==> config.mk <==
export PLATFORM = sky130hd
export DESIGN_NAME = mem_resp_stage
export DESIGN_NICKNAME = d
export VERILOG_FILES = /design/src/rtl/mem_pkg.sv /design/src/rtl/mem_resp_stage_load_extract.sv /design/src/rtl/mem_resp_stage.sv
export SDC_FILE = /design/constraint.sdc
export NUM_CORES = 1
export LEC_CHECK = 0
export ABC_CLOCK_PERIOD_IN_PS = 9300
export CORE_AREA = 2 2 189 191
export CTS_CLUSTER_DIAMETER = 120
export DETAILED_ROUTE_END_ITERATION = 8
export DIE_AREA = 0 0 191 193
export PLACE_DENSITY_LB_ADDON = 0.08
export REMOVE_ABC_BUFFERS = 1
export SYNTH_ARGS = -nofsm -noshare
export SYNTH_HDL_FRONTEND = slang
export SYNTH_SLANG_ARGS = --single-unit
==> constraint.sdc <==
create_clock -name clk -period 9.3 [get_ports clk]
set_input_delay 0.93 -clock clk [delete_from_list [all_inputs] [get_ports clk]]
set_output_delay 0.93 -clock clk [all_outputs]
set_load 0.02 [all_outputs]
==> src/rtl/mem_pkg.sv <==
// mem_pkg
// Shared definitions for the memory-response stage and its helpers.
//   mem_size_e      : access size encoding (B/H/W/D) with MEM_SIZE_* members
//   MEM_DEST_W      : GPR destination index width
//   MEM_MD_FWD_W(dw): width of the M->decode forwarding bus (dest + busy + data)
`ifndef MEM_PKG_SV
`define MEM_PKG_SV

`define MEM_MD_FWD_W(dw) (5 + 1 + (dw))

package mem_pkg;

  typedef enum logic [1:0] {
    MEM_SIZE_B = 2'd0,
    MEM_SIZE_H = 2'd1,
    MEM_SIZE_W = 2'd2,
    MEM_SIZE_D = 2'd3
  } mem_size_e;

  localparam int MEM_DEST_W = 5;

endpackage

`endif

==> src/rtl/mem_resp_stage_load_extract.sv <==
// load_extract
// Combinational lane select and zero/sign extension of SRAM read data.
//   rdata       : raw SRAM read data (DATA_W)
//   size        : access size, mem_size_e encoding
//   is_unsigned : zero-extend when set, sign-extend otherwise
//   addr_lo     : low address bits selecting the lane
//   value       : extended load value (DATA_W)
module load_extract
  import mem_pkg::*;
#(
  parameter int DATA_W = 32
) (
  input  logic [DATA_W-1:0]           rdata,
  input  logic [1:0]                  size,
  input  logic                        is_unsigned,
  input  logic [$clog2(DATA_W/8)-1:0] addr_lo,
  output logic [DATA_W-1:0]           value
);

  localparam int AW = $clog2(DATA_W/8);

  logic [AW-1:0]     off;
  logic [DATA_W-1:0] shifted;
  logic [DATA_W-1:0] mask;
  logic              sign;

  // Align the byte offset down to the access size, shift the lane to bit 0,
  // then mask and optionally fill the upper bits with the sign.
  always_comb begin
    off  = addr_lo;
    mask = '1;
    sign = 1'b0;
    case (mem_size_e'(size))
      MEM_SIZE_B: off = addr_lo;
      MEM_SIZE_H: off = addr_lo & ~AW'(1);
      MEM_SIZE_W: off = addr_lo & ~AW'(3);
      default:    off = '0;
    endcase
    shifted = rdata >> {off, 3'b000};
    case (mem_size_e'(size))
      MEM_SIZE_B: begin
        mask = DATA_W'(8'hFF);
        sign = shifted[7];
      end
      MEM_SIZE_H: begin
        mask = DATA_W'(16'hFFFF);
        sign = shifted[15];
      end
      MEM_SIZE_W: begin
        mask = DATA_W'(32'hFFFF_FFFF);
        sign = shifted[31];
      end
      default: begin
        mask = '1;
        sign = 1'b0;
      end
    endcase
    value = shifted & mask;
    if (!is_unsigned && sign) begin
      value = value | ~mask;
    end
  end

endmodule

==> src/rtl/mem_resp_stage.sv <==
// mem_resp_stage
// EX->WB memory stage: holds one instruction, waits for an asynchronous SRAM
// read response, buffers it while WB stalls, extracts/extends load data and
// drives the decode forwarding bus. Stale responses after a flush are dropped
// by a discard counter.
//   clk, rst (async, active-high)
//   em_*      : instruction fields from EX, em_valid / m_allowin handshake
//   flush     : exception/ertn flush
//   data_ok, data_rdata : SRAM read response
//   w_allowin / mw_valid, mw_* : handshake and fields toward WB
//   fwd_dest, fwd_data, fwd_busy : forwarding/interlock toward decode
module mem_resp_stage
  import mem_pkg::*;
#(
  parameter int DATA_W    = 32,
  parameter int PAY_W     = 160,
  parameter int MAX_OUTST = 2
) (
  input  logic                        clk,
  input  logic                        rst,
  input  logic                        em_valid,
  output logic                        m_allowin,
  input  logic [PAY_W-1:0]            em_payload,
  input  logic                        em_gr_we,
  input  logic [MEM_DEST_W-1:0]       em_dest,
  input  logic [DATA_W-1:0]           em_rf_wdata,
  input  logic                        em_load,
  input  logic [1:0]                  em_size,
  input  logic                        em_unsigned,
  input  logic [$clog2(DATA_W/8)-1:0] em_addr_lo,
  input  logic                        em_req_sent,
  input  logic                        flush,
  input  logic                        data_ok,
  input  logic [DATA_W-1:0]           data_rdata,
  input  logic                        w_allowin,
  output logic                        mw_valid,
  output logic [PAY_W-1:0]            mw_payload,
  output logic                        mw_gr_we,
  output logic [MEM_DEST_W-1:0]       mw_dest,
  output logic [DATA_W-1:0]           mw_result,
  output logic [MEM_DEST_W-1:0]       fwd_dest,
  output logic [DATA_W-1:0]           fwd_data,
  output logic                        fwd_busy
);

  localparam int AW    = $clog2(DATA_W/8);
  localparam int CNT_W = $clog2(MAX_OUTST+1);
  localparam int SUM_W = CNT_W + 2;

  logic                  m_valid;
  logic [PAY_W-1:0]      m_payload;
  logic                  m_gr_we;
  logic [MEM_DEST_W-1:0] m_dest;
  logic [DATA_W-1:0]     m_rf_wdata;
  logic                  m_load;
  logic [1:0]            m_size;
  logic                  m_unsigned;
  logic [AW-1:0]         m_addr_lo;
  logic                  m_req_sent;
  logic                  resp_got;
  logic [DATA_W-1:0]     rbuf;
  logic [CNT_W-1:0]      disc_cnt;

  logic                  wait_resp;
  logic                  data_ok_own;
  logic                  ready_go;
  logic [DATA_W-1:0]     load_data;
  logic [DATA_W-1:0]     ext_value;
  logic                  inc_wait;
  logic                  inc_ex;
  logic                  dec_disc;
  logic [SUM_W-1:0]      disc_sum;

  // A response only belongs to this entry once every stale response queued
  // ahead of it has been discarded.
  assign wait_resp   = m_valid && m_req_sent;
  assign data_ok_own = data_ok && (disc_cnt == '0);
  assign ready_go    = !wait_resp || resp_got || data_ok_own;
  assign m_allowin   = !m_valid || (ready_go && w_allowin);
  assign mw_valid    = m_valid && ready_go;

  assign load_data = resp_got ? rbuf : data_rdata;

  load_extract #(
    .DATA_W(DATA_W)
  ) u_load_extract (
    .rdata      (load_data),
    .size       (m_size),
    .is_unsigned(m_unsigned),
    .addr_lo    (m_addr_lo),
    .value      (ext_value)
  );

  assign mw_payload = m_payload;
  assign mw_gr_we   = m_gr_we;
  assign mw_dest    = m_dest;
  assign mw_result  = m_load ? ext_value : m_rf_wdata;

  assign fwd_dest = (m_valid && m_gr_we) ? m_dest : '0;
  assign fwd_busy = m_valid && m_load && !ready_go;
  assign fwd_data = mw_result;

  // Instruction slot. Flush also zeroes the payload fields so mw_* and
  // fwd_data return to their idle values rather than showing a dead entry.
  always_ff @(posedge clk or posedge rst) begin
    if (rst) begin
      m_valid    <= 1'b0;
      m_payload  <= '0;
      m_gr_we    <= 1'b0;
      m_dest     <= '0;
      m_rf_wdata <= '0;
      m_load     <= 1'b0;
      m_size     <= '0;
      m_unsigned <= 1'b0;
      m_addr_lo  <= '0;
      m_req_sent <= 1'b0;
      resp_got   <= 1'b0;
      rbuf       <= '0;
    end else if (flush) begin
      m_valid    <= 1'b0;
      m_payload  <= '0;
      m_gr_we    <= 1'b0;
      m_dest     <= '0;
      m_rf_wdata <= '0;
      m_load     <= 1'b0;
      m_req_sent <= 1'b0;
      resp_got   <= 1'b0;
    end else if (m_allowin) begin
      m_valid  <= em_valid;
      resp_got <= 1'b0;
      if (em_valid) begin
        m_payload  <= em_payload;
        m_gr_we    <= em_gr_we;
        m_dest     <= em_dest;
        m_rf_wdata <= em_rf_wdata;
        m_load     <= em_load;
        m_size     <= em_size;
        m_unsigned <= em_unsigned;
        m_addr_lo  <= em_addr_lo;
        m_req_sent <= em_req_sent;
      end
    end else if (wait_resp && !resp_got && data_ok_own) begin
      resp_got <= 1'b1;
      rbuf     <= data_rdata;
    end
  end

  // Discard counter: a flush orphans the response M is still waiting for
  // and any request EX already sent; each later data_ok retires one orphan.
  assign inc_wait = flush && wait_resp && !resp_got && !data_ok_own;
  assign inc_ex   = flush && em_valid && em_req_sent;
  assign dec_disc = data_ok && (disc_cnt != '0);
  assign disc_sum = SUM_W'(disc_cnt) + SUM_W'(inc_wait) + SUM_W'(inc_ex)
                  - SUM_W'(dec_disc);

  always_ff @(posedge clk or posedge rst) begin
    if (rst) begin
      disc_cnt <= '0;
    end else begin
      disc_cnt <= disc_sum[CNT_W-1:0];
    end
  end

  assert property (@(posedge clk) disable iff (rst)
    disc_sum <= SUM_W'(MAX_OUTST));

endmodule
Word-level counts from Yosys, hierarchy flattened:

Index checks and enable logic that the tools add are counted.

* add/sub/neg operators: 3
* order comparisons: 0
* multiplexer cells: 30
* multipliers: 0
* bitwise operators: 5
* reduce and logical (&&, ||, !) cells: 34
* equality and inequality tests: 2
* div/mod/pow operators: 0
* shift operators: 1

Operators with widths (count)
* $mux 160: 3
* $mux 32: 6
* $pmux 32 s2: 1
* $and 32x32->32: 1
* $not 32->32: 1
* $or 32x32->32: 1
* $shr 32x5->32: 1
* $mux 5: 4
* $logic_and 1x1->1: 16
* $mux 1: 14
* $logic_not 1->1: 6
* $reduce_and 3->1: 2
* $reduce_bool 2->1: 3
* $add 2x1->2: 2
* $logic_not 2->1: 2
* $pmux 2 s2: 1
* $logic_or 1x1->1: 3
* $pmux 1 s3: 1
* $reduce_bool 3->1: 1
* $eq 2x1->1 const B: 1
* $eq 2x2->1 const B: 1
* $not 1->1: 2
* $reduce_and 2->1: 1
* $sub 2x1->2: 1

* bits in writable memories: 0
* memories: 0
* latch bits: 0
* logic and storage cells: 88
* register bits after elaboration: 241
* input port bits: 243
* memory bits (read-only): 0

Depth between registers and ports, before layout:

* word-level depth: 8
* mapped depth: 10
* depth with buffers taken out: 8

Hierarchy:

From an unflattened synthesis, not the netlist that was laid out.

* cells, all modules: 1176
* area, all modules: 13536.7 µm²

By module, submodules not included
* mem_resp_stage: cells an instance 1085, sequential area each 6030.8 µm², instances 1, area each 12831.1 µm²
* load_extract: cells an instance 91, sequential area each 0.0 µm², instances 1, area each 705.7 µm²

Least setup slack after synthesis:

Ideal clock, no wire load.

* path type: input -> output
* start: input port data_rdata[31]
* end: output port mw_result[8]
* slack: 5.825 ns
* buffers on the path: 2
* data arrival time: 2.545 ns
* stages on the path: 6
* path through: mux2_4 mux4_2 and2_1 buf_6 a221o_1 buf_4

* cells in the longest elaborated chain, start to end: 6

RTL lines
* start, declared: RTL line mem_resp_stage.sv:34 `input logic [DATA_W-1:0] data_rdata,`
* $mux 32: RTL line mem_resp_stage.sv:82 `assign load_data = resp_got ? rbuf : data_rdata;`
* $shr 32x5->32: RTL line mem_resp_stage_load_extract.sv:39 `shifted = rdata >> {off, 3'b000};`
* $pmux 1 s3: RTL line mem_resp_stage_load_extract.sv:40 `case (mem_size_e'(size))`
* $logic_and 1x1->1: RTL line mem_resp_stage_load_extract.sv:59 `if (!is_unsigned && sign) begin`
* $mux 32: RTL line mem_resp_stage_load_extract.sv:59
* $mux 32: RTL line mem_resp_stage.sv:97 `assign mw_result = m_load ? ext_value : m_rf_wdata;`
* end, declared: RTL line mem_resp_stage.sv:40 `output logic [DATA_W-1:0] mw_result,`

Every way passes these cells.

Worst setup path after layout:

* start: register resp_got
* end: output port mw_result[18]

* cells in the longest elaborated chain, start to end: 6

RTL lines
* start, declared: RTL line mem_resp_stage.sv:60 `logic resp_got;`
* start signal, assigned: RTL line mem_resp_stage.sv:117 `resp_got <= 1'b0;`
* start signal, assigned: RTL line mem_resp_stage.sv:127 `resp_got <= 1'b0;`
* start signal, assigned: RTL line mem_resp_stage.sv:130 `resp_got <= 1'b0;`
* $mux 32 (*): RTL line mem_resp_stage.sv:82
* $shr 32x5->32 (*): RTL line mem_resp_stage_load_extract.sv:39
* $pmux 1 s3 / $and 32x32->32 (equally long branches): RTL line mem_resp_stage_load_extract.sv:40, mem_resp_stage_load_extract.sv:58
* $logic_and 1x1->1 / $or 32x32->32 (equally long branches): RTL line mem_resp_stage_load_extract.sv:59, mem_resp_stage_load_extract.sv:60
* $mux 32 (*): RTL line mem_resp_stage_load_extract.sv:59
* $mux 32 (*): RTL line mem_resp_stage.sv:97

Every way passes the cells marked *; elsewhere a longest branch is shown, timed or not.

==> metrics.yaml <==
global_routing:
  grt_max_degree: 144
  antenna_found_initial: 8
  grt_util_all_layers_pct: 20.5
  grt_pass1_vias: 9981
  grt_pass1_wl_mm: 59.0
  grt-ovfl-total: 0
detailed_routing:
  dr_total_vias: 9793
  route.detailed.drc: 0
  routed_via_density: 4.75
  dr.pass1.iters: 4
  ant_nets: 0
  wirelength_mm: 38.9
  drtIter0Drc: 409
  wl_per_cell_um: 18.9
timing:
  maxSlewHeadroom_pct: 24.9
  period_share_pct: 58.2
  period_needed_ns: 5.41
  whs_ns: 0.490
  setup_violations: 0
  skew_ns: 0.0137
  worst_pin_slew_ns: 1.13
  finalMaxSlewViolations: 0
  fmax_mhz: 185
  rsz0062_at_grt: "no"
  tns_ns: 0
  hold_viol: 0
worst_hold_path:
  hp-class: "reg -> reg"
  hold_depth: 1
floorplanning:
  die-area_um2: 36900
  core_area_um2: 35000
  start_util_pct: 37.2
  die_width_um: 191
  die_h_um: 193
  fp-row-count: 69
  ios: 481
yosys:
  synth-seq-area-share_pct: 46.4
  ys_warn_count: 0
  ys_types: 37
  syn_area_um2: 13000
  avgSynthCellArea_um2: 11.1
  synthCells: 1171
  ys_ff_latch: 241
placed_design:
  place_congestion: 0.759
  dpl.cell_count: 2001
  dp_hpwl_mm: 26.8
  place_area_um2: 17900
  io_buffers: 480
cts:
  post_cts_buffers: 0
  cts_resized: 0
  cts_htree_levels: 1
  numCtsBuffers: 30
  clock_sinks: 241
  hold_buffers: 0
  root_buffer: "clkbuf_16"
  clk_latency_ns: 0.55
  tritoncts: "built"
  cts_buffer_depth: 3
  cts.reportedPaths.clkPinSlew_ns: 0.06
outcome:
  status: "completed"
critical_path:
  worstSetupEndpointType: "primary output"
  startpoint_type: "flip-flop"
  critPathRequiredTime_ns: 8.37
  crit_type: "reg -> out"
  r2r.worst_path.cells: 4
  critPathMaxFanout: 44
  arrival_ns: 4.48
job:
  drv_cap: 0
final_layout:
  drive_gt1_share_pct: 6.20
  final_area_um2: 19000
  nFillCells: 3134
  regArea_um2: 6030
  multiInputGateArea_um2: 6360
  finalNonFillerCells: 2062
  area_growth_syn_to_layout_pct: 45.9
  final_net_count: 1817
power:
  power.leakage_nw: 8.21
  vdd_drop_max_uv: 153
  power_density_nw_per_um2: 167
  finalPower_mw: 3.17
worst paths after layout:
check                                        endpoint  slack [ns]                  from
max reg2reg                mw_payload[90]$_DFFE_PP0P_        5.69  resp_got$_DFFE_PP0P_
min                               rbuf[2]$_DFFE_PP0P_        0.49   rbuf[2]$_DFFE_PP0P_
min reg2reg                       rbuf[2]$_DFFE_PP0P_        0.49   rbuf[2]$_DFFE_PP0P_
max                                     mw_result[18]        3.89  resp_got$_DFFE_PP0P_
min in group asynchronous  mw_payload[23]$_DFFE_PP0P_        0.98                   rst
max in group asynchronous        resp_got$_DFFE_PP0P_        6.91                   rst
cell usage in the layout, fill, tap and decap left out, types with 2 or more instances in the layout:
cell type	Yosys	layout
o21ai_1	2	2
nor2_1	27	27
mux4_2	22	22
nor4b_1	2	2
nand2_1	27	27
mux2_1	36	36
a21oi_1	34	34
mux2i_1	217	217
xnor2_1	2	2
clkbuf_16	0	31
nor4_1	2	2
dfrtp_1	241	240
diode_2	0	5
a221o_1	7	7
bufinv_16	0	5
clkbuf_1	56	4
and3_1	6	6
clkbuf_8	0	9
buf_4	34	8
clkdlybuf4s50_1	0	479
clkinv_2	0	7
nand2b_1	402	402
mux2_2	5	5
layout make-up:
type,instances,area share [%]
clock inverters,13,1.02
flip-flops and latches,241,31.8
repair buffers,489,25.7
inverters,3,0.0988
multi-input cells,807,33.5
clock buffers,43,4.74
diodes,5,0.0659
well taps,461,3.04
routing by layer:
metal / vias to the layer above / GRT usage (%) / routed length [um]
met5: - / 0 / 27
met4: 4 / 5.01 / 789
met3: 48 / 7.02 / 3640
met2: 321 / 34.3 / 18600
met1: 4748 / 25.5 / 15800
li1: 4672 / - / -
metrics by stage:
stage                     setup slack, ns  utilization (%)
final                                3.89             54.3
after global routing                 3.56             54.3
after CTS                            3.68             54.3
after detailed placement             4.15             51.1
after global placement               4.18             51.1
after floorplan                     -6.87                -
worst max-delay path, stage by stage, from the launching register on:
cell	delay, ns
dfrtp_2	1.09
mux2_2	0.46
mux4_2	0.51
a2bb2oi_2	0.86
nand2_1	0.32
clkdlybuf4s50_1	0.68
cell families (layout without fill, tap and decap cells):
kind of cell	after synthesis	after routing	synth area share [%]
muxes	281	281	24.2
buffers and inverters	123	548	4.88
xor gates and xnor gates	2	2	0.135
AOI/OAI and AO/OA	48	48	2.28
and+or+nand+nor	474	474	21.9
adders and majority gates	2	2	0.250
other	0	5	0
DFF	241	241	46.4
report_power, final:
part | switching, mW | internal (mW) | total [mW]
logic | 0.332 | 0.374 | 0.707
registers | 0.0556 | 1.13 | 1.18
clock network | 0.472 | 0.808 | 1.28
flip-flops by register name, summed over array words and instances (netlist names):
register	count
disc_cnt	2
m_addr_lo	2
m_load	1
m_req_sent	1
m_rf_wdata	32
m_size	2
m_unsigned	1
m_valid	1
mw_dest	5
mw_gr_we	1
mw_payload	160
rbuf	32
resp_got	1
cell usage after synthesis:
master,n,area [um^2]
o311ai_1,1,8.76
nor2b_1,2,12.5
or4b_1,1,10.0
nor2_1,27,101
nand3_1,1,5.00
a21oi_1,34,170
and3_1,6,37.5
o31ai_1,1,7.51
nor3b_4,1,18.8
buf_1,4,15.0
mux2_1,36,405
mux2_2,5,56.3
mux2i_1,217,2170
xnor2_1,2,17.5
clkbuf_1,56,210
nor3b_2,1,12.5
a21boi_1,1,7.51
mux2_4,1,15.0
buf_2,24,120
nand2b_1,402,2510
o21ai_1,2,10.0
dfrtp_1,241,6030
ha_1,1,12.5
a2bb2oi_2,1,15.0
fa_1,1,20.0
buf_4,34,255
and2_1,1,6.26
buf_6,2,22.5
inv_1,2,7.51
nor3_1,1,5.00
o21a_1,1,7.51
nor4_1,2,12.5
nor4b_1,2,17.5
inv_2,1,3.75
nand2_1,27,101
mux4_2,22,495
a221o_1,7,70.1
Power figures use the tool's default switching activity.
